File: src/rtl/apb_cmd_requester.sv
// APB requester: buffers up to two read/write commands and runs them as APB SETUP/ACCESS transfers.
// Optional ACCESS-phase abort counter is enabled by defining APB_TIMEOUT_EN.
module apb_cmd_requester #(
  parameter int AW             = 8,
  parameter int DW             = 32,
  parameter int TIMEOUT_CYCLES = 16
) (
  input  logic            clk,
  input  logic            rst,
  input  logic            cmd_valid,
  output logic            cmd_ready,
  input  logic            cmd_write,
  input  logic [AW-1:0]   cmd_addr,
  input  logic [DW-1:0]   cmd_wdata,
  input  logic [DW/8-1:0] cmd_strb,
  output logic            rsp_valid,
  output logic [DW-1:0]   rsp_rdata,
  output logic            rsp_err,
  output logic            psel,
  output logic            penable,
  output logic            pwrite,
  output logic [AW-1:0]   pwaddr,
  output logic [DW-1:0]   pwdata,
  output logic [DW/8-1:0] pstrb,
  input  logic            pready,
  input  logic [DW-1:0]   prdata,
  input  logic            pslverr,
  input  logic            irq_clr,
  output logic            interrupt
);

  localparam int SW = DW / 8;
  localparam int EW = 1 + AW + DW + SW;

  typedef enum logic [1:0] {IDLE, SETUP, ACCESS} state_t;

  state_t          state;
  logic [EW-1:0]   mem [2];
  logic            wr_ptr;
  logic            rd_ptr;
  logic [1:0]      count;
  logic            push;
  logic            pop;
  logic            done;
  logic            timeout;
  logic            err_evt;
  logic            more;
  logic            ld_write;
  logic [AW-1:0]   ld_addr;
  logic [DW-1:0]   ld_wdata;
  logic [SW-1:0]   ld_strb;

  assign cmd_ready = (count != 2'd2);
  assign push      = cmd_valid && cmd_ready;
  assign done      = (state == ACCESS) && pready;
  assign pop       = done || timeout;
  assign err_evt   = timeout || (done && pslverr);
  // A second entry already held means the next transfer can start without returning to IDLE.
  assign more      = (count == 2'd2);

  // IDLE launches the head entry; a back-to-back launch from ACCESS takes the entry behind it.
  assign {ld_write, ld_addr, ld_wdata, ld_strb} = (state == IDLE) ? mem[rd_ptr] : mem[~rd_ptr];

`ifdef APB_TIMEOUT_EN
  localparam int TW = $clog2(TIMEOUT_CYCLES + 1);
  logic [TW-1:0] tcnt;

  assign timeout = (state == ACCESS) && !pready && (tcnt == TW'(TIMEOUT_CYCLES - 1));

  always_ff @(posedge clk or posedge rst) begin
    if (rst) begin
      tcnt <= '0;
    end else if (state == SETUP) begin
      tcnt <= '0;
    end else if ((state == ACCESS) && !pready) begin
      tcnt <= tcnt + TW'(1);
    end
  end
`else
  assign timeout = 1'b0;
`endif

  // Command storage is data only and needs no reset; validity lives in count.
  always_ff @(posedge clk) begin
    if (push) begin
      mem[wr_ptr] <= {cmd_write, cmd_addr, cmd_wdata, cmd_strb};
    end
  end

  always_ff @(posedge clk or posedge rst) begin
    if (rst) begin
      wr_ptr <= 1'b0;
      rd_ptr <= 1'b0;
      count  <= 2'd0;
    end else begin
      if (push) wr_ptr <= ~wr_ptr;
      if (pop)  rd_ptr <= ~rd_ptr;
      case ({push, pop})
        2'b10:   count <= count + 2'd1;
        2'b01:   count <= count - 2'd1;
        default: count <= count;
      endcase
    end
  end

  always_ff @(posedge clk or posedge rst) begin
    if (rst) begin
      state     <= IDLE;
      psel      <= 1'b0;
      penable   <= 1'b0;
      pwrite    <= 1'b0;
      pwaddr    <= '0;
      pwdata    <= '0;
      pstrb     <= '0;
      rsp_valid <= 1'b0;
      rsp_rdata <= '0;
      rsp_err   <= 1'b0;
      interrupt <= 1'b0;
    end else begin
      rsp_valid <= pop;
      rsp_err   <= err_evt;
      rsp_rdata <= (done && !pwrite) ? prdata : '0;

      if (err_evt)      interrupt <= 1'b1;
      else if (irq_clr) interrupt <= 1'b0;

      case (state)
        IDLE: begin
          if (count != 2'd0) begin
            state   <= SETUP;
            psel    <= 1'b1;
            penable <= 1'b0;
            pwrite  <= ld_write;
            pwaddr  <= ld_addr;
            pwdata  <= ld_wdata;
            pstrb   <= ld_write ? ld_strb : '0;
          end
        end
        SETUP: begin
          state   <= ACCESS;
          penable <= 1'b1;
        end
        ACCESS: begin
          if (pop) begin
            penable <= 1'b0;
            if (more) begin
              state  <= SETUP;
              pwrite <= ld_write;
              pwaddr <= ld_addr;
              pwdata <= ld_wdata;
              pstrb  <= ld_write ? ld_strb : '0;
            end else begin
              state <= IDLE;
              psel  <= 1'b0;
            end
          end
        end
        default: begin
          state   <= IDLE;
          psel    <= 1'b0;
          penable <= 1'b0;
        end
      endcase
    end
  end

endmodule

File: config.mk
export PLATFORM = sky130hd
export DESIGN_NAME = apb_cmd_requester
export DESIGN_NICKNAME = d
export VERILOG_FILES = /design/src/rtl/apb_cmd_requester.sv
export SDC_FILE = /design/constraint.sdc
export NUM_CORES = 1
export LEC_CHECK = 0
export ABC_AREA = 0
export BUFFER_PORTS_ARGS = -buffer_cell sky130_fd_sc_hd__buf_4
export CAP_MARGIN = 20
export CORE_MARGIN = 2
export CORE_UTILIZATION = 40
export CTS_BUF_LIST = sky130_fd_sc_hd__clkbuf_2
export CTS_CLUSTER_SIZE = 20
export DETAILED_ROUTE_END_ITERATION = 8
export HOLD_SLACK_MARGIN = 0.02
export PLACE_DENSITY = 0.7
export SETUP_SLACK_MARGIN = 0.15
export SLEW_MARGIN = 20
export SYNTH_ARGS = -nofsm -noshare
export SYNTH_HDL_FRONTEND = slang
export SYNTH_SLANG_ARGS = --single-unit
File: constraint.sdc
create_clock -name clk -period 3.69 [get_ports clk]
set_clock_uncertainty 0.2 [all_clocks]
set_input_delay 0.5535 -clock clk [delete_from_list [all_inputs] [get_ports clk]]
set_output_delay 0.5535 -clock clk [all_outputs]
set_load 0.005 [all_outputs]
* Word level (Yosys, flattened, before mapping) *
Memories as Yosys holds them, arrays and structs flattened.
Cells that the tools add are included.

cells by class
  eq/ne operators = 10
  add/sub/neg operators = 2
  bitwise operators = 3
  multiplexer cells = 35
  reduce and logical (&&, ||, !) cells = 13

operators by type and width
  kind                 number
  $mux 32              4
  $pmux 32 s2          1
  $mux 45              1
  $mux 8               3
  $mux 4               4
  $pmux 8 s2           1
  $mux 1               13
  $ne 2x2->1 const B   4
  $pmux 4 s2           1
  $reduce_and 4->1     2
  $reduce_bool 2->1    4
  $eq 2x2->1 const B   3
  $pmux 1 s3           2
  $pmux 2 s3           1
  $eq 2x1->1 const B   2
  $logic_and 1x1->1    4
  $mux 2               2
  $pmux 2 s2           1
  $not 1->1            3
  $add 2x1->2 const B  1
  $logic_not 2->1      1
  $ne 2x1->1 const B   1
  $pmux 1 s2           1
  $reduce_and 2->1     1
  2 further kinds      2

word-level totals
  flip-flop bits (word level) = 88
  word-level logic and storage cells = 78
  memory bits (writable) = 90
  memories kept = 1
  bits of input ports = 83

memories
  memory  words  width  rd ports  clocked after Yosys merged registers in  wr ports  line  RTL
  mem     2      45     2         0                                        1         38    logic [EW-1:0] mem [2];

* Logic depth before layout (Yosys ltp) *
Gate-level depths: netlist (run 1).
An unclocked memory read counts as a cell.

  word-level depth = 7
  gate-level depth with buffers = 6
  mapped depth without buffers = 6

* Worst setup path before layout (run 1) *
Ideal clock, no wire load.

  path type = reg-to-reg
  from = reg count[0]
  to = mem mem[0][0] (netlist bit), enable pin
  setup slack = 452 ps
  period minus slack after synthesis = 3238 ps
  stages on the path, launching flop included = 4
  setup time = 448 ps
  arrival time = 2590 ps
  cell sequence = dfrtp_1 -> nand2b_1 -> nand2_1 -> nor2_1

on the way
  cells in the longest elaborated chain, start to end = 4

RTL lines
  element                       line  RTL
  from (decl)                   41    logic [1:0] count;
  from (signal assigned)        99    2'b10: count <= count + 2'd1;
  from (signal assigned)        100   2'b01: count <= count - 2'd1;
  from (signal assigned)        101   default: count <= count;
  $ne 2x2->1                    53    assign cmd_ready = (count != 2'd2);
  named net cmd_ready           11    output logic cmd_ready,
  $logic_and 1x1->1             54    assign push = cmd_valid && cmd_ready;
  $mux 1                        85    if (push) begin
  $mux 1 (not written as such)  86    mem[wr_ptr] <= {cmd_write, cmd_addr, cmd_wdata, cmd_strb};
  to (decl)                     38

The timed path passes the listed nets, and every way through them passes these cells.

==> reports/results.txt, run 1 <==
outcome: finished clean
layout cells sized above 1: 29.69%
post-synthesis cell area: 6225 um2
die height: 128.7 um
Bufs and invs on worst path: 1
Worst Setup SP: penable
max frequency: 409.8 MHz
final slew viol count: 0
Worst Setup EP: pstrb[1]
Worst path slowest cell: xor2_4
routed length per instance: 15.59 um
ranking of synthesized cells by area: edfxtp_1, dfrtp_1, nand2_1
crit path DAT: 2.86 ns
hold path depth: 1
Final period util: 66.14%
Site Rows: 45
Peak VDD IR: 0.4038 mV
Die ar.: 16580 um2
Netlist cell types: 26
sequential element share of the synthesized area: 78.39%
drt pass-1 iters: 5
reg2reg end: pstrb[1]
Core Footprint: 15200 um2
Non-Filler Instances: 893
R2R depth: 5
met2 WL: 6.828 mm
Hold Fails Final Rpt: 0
kind of critical path: flip-flop to flip-flop
hpwl dp: 8.419 mm
drt initial violations: 217
WL final: 13.92 mm
Met3 Wirelength: 982 um
CTS Sinks: 177
initial antenna violation count: 1
CTS clk-pin slew, worst paths: 0.22 ns
Die Wd: 128.7 um
FF-to-FF setup slack: 1.25 ns
delay-heaviest family, CP: XOR/XNOR gates
Syn Area/Cell: 14.12 um2
Clk Latency, worst-skew pair: 0.70 ns
#FFs+latches synth: 177
Final setup violation count: 0
nets: 775
Root Buffer: clkbuf_2
WHS: 0.3213 ns
worst-case clock buffer depth: 2
RSZ-0062 raised after global routing: false
Crit path depth: 5
Via-to-Cell Ratio: 4.683
first-pass GRT wire length: 20.91 mm
DR DRC count: 0
Yosys top cell area share: 43.42%
critical path fanouts, max: 28
CTS tree: done
post-cts resize count: 0
class of the worst hold path: flip-flop to flip-flop
CTS Buf Count: 17
Final Power: 6.235 mW
M1 wire length: 5.930 mm
gpl congestion: 0.7649
min cycle time layout: 2.440 ns
crit path capture type: flip-flop
Post-Syn Nets: 525
cells along the critical path: nor2_4 -> xor2_4 -> buf_4 -> nand3_1 -> a31oi_1
vias in the first global route: 4036
required time worst endpoint: 4.11 ns
Area growth, synth to finish: 39.30%
vias: 4182
Worst path max stage delay: 0.69 ns
highest routed layer: met4
grt ovf: 0
setup TNS: 0 ns
YS warnings: 0
post-synth top area cell: edfxtp_1
Max Cap Viol: 0
number of I/O port buffers: 165
Pleak: 3.759 nW
Rel. slew slack: 41.93%
Slew @ Worst Pin: 0.8710 ns
Starting Density: 40.95%
Reg2Reg Launch Point: penable
IO Pins: 166
element type at the critical path start: flip-flop
Mapped Cells: 441
Power Density: 719.1 nW/um2
GRT Total Usage: 16.97%
H-tree levels: 4
largest net degree at the start of global routing: 92
placed cells: 778
Routed Antenna Nets: 0
-- cell usage in the layout, fill, tap and decap left out, drive strengths merged, types with 3 or more instances in the layout --
cell         netlist  routed
edfxtp            90      90
dfrtp             87      87
nor2              52      52
inv                3       7
buf               18     170
dlygate4sd3        0      82
clkbuf             3      22
clkinv             0       5
nand2b             3       3
nand3              8       8
a31oi             45      45
xnor2              4       4
and2              33      33
xor2               3       3
nand2             84      84
-- Yosys cell counts (all sizes together) --
master,n
and2,33
ha,1
a31oi,45
nor3,1
a211oi,1
nand3,8
o22ai,1
and3,1
buf,18
mux2i,1
a21oi,1
nand2,84
a21o,1
dfrtp,87
xnor2,4
nand2b,3
inv,3
xor2,3
edfxtp,90
clkbuf,3
nor2,52
-- worst min path at each step --
stage	startpoint	endpoint	slack (ns)
floorplan	wr_ptr	wr_ptr	0.26
global placement	count[1]	count[1]	0.28
global route	cmd_wdata[25]	mem[0][29]	0.23
CTS	cmd_wdata[15]	mem[1][19]	0.25
detailed placement	count[1]	count[1]	0.31
finish	count[1]	count[1]	0.32
-- per-stage QoR --
| step | setup WS (ns) | utilization (%) | cell area [um2] |
|---|---|---|---|
| 3_3_place_gp | 1.334 | 50.40 | 7661 |
| 6_report | 1.250 | 57.04 | 8671 |
| 2_1_floorplan | 0.4522 | - | 6225 |
| 3_5_place_dp | 1.257 | 50.42 | 7665 |
| 5_1_grt | 1.068 | 57.04 | 8671 |
| 4_1_cts | 1.204 | 57.00 | 8666 |
-- repair_timing --
action	CTS	global route
setup buffers	0	0
hold endpoints to repair	215	0
hold buffers	82	0
-- cell families after synthesis --
group,count (synthesis),share of synthesized area (%)
and+or+nand+nor,182,12.76
DFF,177,78.39
AOI/OAI and AO/OA,49,5.045
buffers and inverters,24,2.211
xor gates and xnor gates,7,1.226
muxes,1,0.1608
adders and majority gates,1,0.2010
-- per-layer routing --
metal  global-route usage, %  vias up
met4                   6.138        0
met2                   28.38      152
li1                        -     2018
met3                   5.988       11
met1                   20.42     2001
met5                       0        -
-- layout make-up --
cell class | instances | area (um2)
fillers | 1224 | 6531
flip-flops and latches | 177 | 4880
repair buffers | 252 | 2097
multi-input cells | 240 | 1260
well taps | 188 | 235.2
clock buffers | 22 | 110.1
clock inverters | 10 | 70.07
inverters | 3 | 16.27
diodes | 1 | 2.502
-- power by group --
group	internal, mW	total, mW	switching [mW]
combinational	1.02	2.40	1.38
clock	0.244	0.843	0.599
sequential	2.69	2.99	0.297
-- state kept, by name (all words and copies together) (netlist names) --
name / cells
psel: 1
penable: 1
interrupt: 1
mem: 90
rd_ptr: 1
rsp_valid: 1
rsp_rdata: 32
pwdata: 32
state: 1
pwaddr: 8
pwrite: 1
rsp_err: 1
pstrb: 4
count: 2
wr_ptr: 1
No activity file was read; power rests on OpenSTA's default activity.
==> run 2: changes to the inputs <==
Settings changed: PLACE_DENSITY 0.7 to 0.73.
Clock period 3.69 ns to 2.2 ns, I/O delays scaled along.
==> run 2 against run 1 <==
Compared with the run above: sequential share of layout area down 6.0 points; final area up 12%; worst hold slack worse by 0.19 ns; critical path type is now flip-flop to primary output; utilization up 6.8 points; clock-buffer cell count down 5; setup slack worse by 1.0 ns; combinational power up 110%; critical endpoint is now penable; non-clock buffer count up 79; clock power up 150%; register-to-register slack worse by 0.98 ns.
==> reports/results.txt, run 2 (synthesized netlist as in run 1, its figures left out) <==
outcome: finished clean
Rel. slew slack: 55.15%
WL final: 16.84 mm
Via-to-Cell Ratio: 4.778
max FFs per register: 90
Hold Fails Final Rpt: 0
Top reg by flops: mem
first-pass GRT wire length: 23.14 mm
Peak VDD IR: 0.7035 mV
CTS tree: done
drt pass-1 iters: 4
IO Pins: 166
Non-Filler Instances: 973
Crit path depth: 2
Bufs and invs on worst path: 2
placed cells: 785
min cycle time layout: 1.954 ns
GRT Total Usage: 18.90%
Final period util: 88.81%
DR DRC count: 0
vias in the first global route: 4680
Starting Density: 40.95%
CTS clk-pin slew, worst paths: 0.24 ns
Clk Latency, worst-skew pair: 0.74 ns
Reg2Reg Launch Point: count[0]
Core Footprint: 15200 um2
Routed Antenna Nets: 0
class of the worst hold path: input port to flip-flop
crit path capture type: primary output
nets: 855
layout cells sized above 1: 29.34%
hpwl dp: 8.656 mm
Die ar.: 16580 um2
element type at the critical path start: flip-flop
vias: 4649
reg2reg end: pwdata[4]
number of I/O port buffers: 165
worst slack, placed: 0.2077 ns
RSZ-0062 raised after global routing: true
worst-case clock buffer depth: 2
Slew @ Worst Pin: 0.6695 ns
drt initial violations: 249
Power Density: 1254 nW/um2
Setup WS post-layout: 0.2461 ns
required time worst endpoint: 1.67 ns
Die Wd: 128.7 um
cells along the critical path: buf_6 -> buf_6
critical path fanouts, max: 2
kind of critical path: flip-flop to primary output
delay-heaviest family, CP: flip-flops
Site Rows: 45
Worst path max stage delay: 0.45 ns
gpl congestion: 0.8244
Root Buffer: clkbuf_2
die height: 128.7 um
routed length per instance: 17.30 um
cell mode on critical path: buf_6
most frequent cells in the layout: buf_4, dlygate4sd3_1, edfxtp_1
final slew viol count: 0
grt ovf: 0
Final Power: 12.17 mW
H-tree levels: 4
Worst Setup EP: penable
max frequency: 511.8 MHz
CTS Buf Count: 17
CTS Sinks: 177
FF-to-FF setup slack: 0.27 ns
setup TNS: 0 ns
crit path DAT: 1.42 ns
Worst path slowest cell: dfrtp_1
Worst Setup SP: penable
largest net degree at the start of global routing: 92
initial antenna violation count: 1
Max Cap Viol: 0
largest registers: mem x90, pwdata x32, rsp_rdata x32
Final setup violation count: 0
R2R depth: 7
Area growth, synth to finish: 55.96%
Pleak: 4.199 nW
most common cell after layout, fill and taps aside: buf_4
==> run 2: worst min path at each step <==
stage | start | to | slack, ns | depth (start not counted)
detailed placement | rst | pwdata[3] | 0.25 | 2
global route | prdata[21] | rsp_rdata[21] | 0.02 | 3
floorplan | cmd_strb[0] | mem[0][0] | 0.23 | 0
CTS | prdata[7] | rsp_rdata[7] | 0.02 | 3
finish | cmd_addr[7] | mem[1][43] | 0.13 | 2
global placement | rst | pwdata[3] | 0.25 | 2
==> run 2: timing repair <==
action,4_1_cts,5_1_grt
setup endpoints to repair,3,19
resized for setup,4,4
endpoints found under the hold margin,310,16
hold buffers,128,14
setup buffers,4,6
pin swaps,1,2
cloned,0,3
==> run 2: stage by stage <==
| stage | area [um2] | util, % | hold slack (ns) |
|---|---|---|---|
| 2_1_floorplan | 6237 | - | 0.2289 |
| 3_3_place_gp | 7802 | 51.33 | 0.2512 |
| 3_5_place_dp | 7802 | 51.33 | 0.2470 |
| 4_1_cts | 9457 | 62.21 | 0.02062 |
| 5_1_grt | 9708 | 63.86 | 0.02058 |
| 6_report | 9708 | 63.86 | 0.1278 |
==> run 2: worst reg2reg max path, cell delays in order (launching register included) <==
cell      delay, ns
dfrtp_1        0.43
buf_4          0.16
nand2b_1       0.18
a211oi_4       0.19
buf_4          0.19
buf_8          0.30
nor2_1         0.11
a31oi_1        0.14
==> run 2: routing by layer <==
layer  vias up  global-route usage, %  share of wire [%]
met3        18                  5.988                5.9
met4         2                  6.969                1.2
li1       2185                      -                  -
met2       189                  34.24                 52
met5         -                      0               0.37
met1      2255                  20.80                 41
==> run 2: cell type report <==
| class | count | area, um2 |
|---|---|---|
| inverters | 3 | 15.01 |
| clock inverters | 15 | 239.0 |
| multi-input cells | 241 | 1280 |
| well taps | 188 | 235.2 |
| fillers | 1110 | 5494 |
| flip-flops and latches | 177 | 4880 |
| diodes | 1 | 2.502 |
| repair buffers | 331 | 2972 |
| clock buffers | 17 | 85.08 |
==> run 2: report_power, final <==
group | switching, mW | total (mW) | leakage (nW) | internal (mW)
clock network | 1.10 | 2.07 | 0.179 | 0.968
logic | 2.75 | 5.11 | 2.11 | 2.36
registers | 0.482 | 4.99 | 1.91 | 4.51
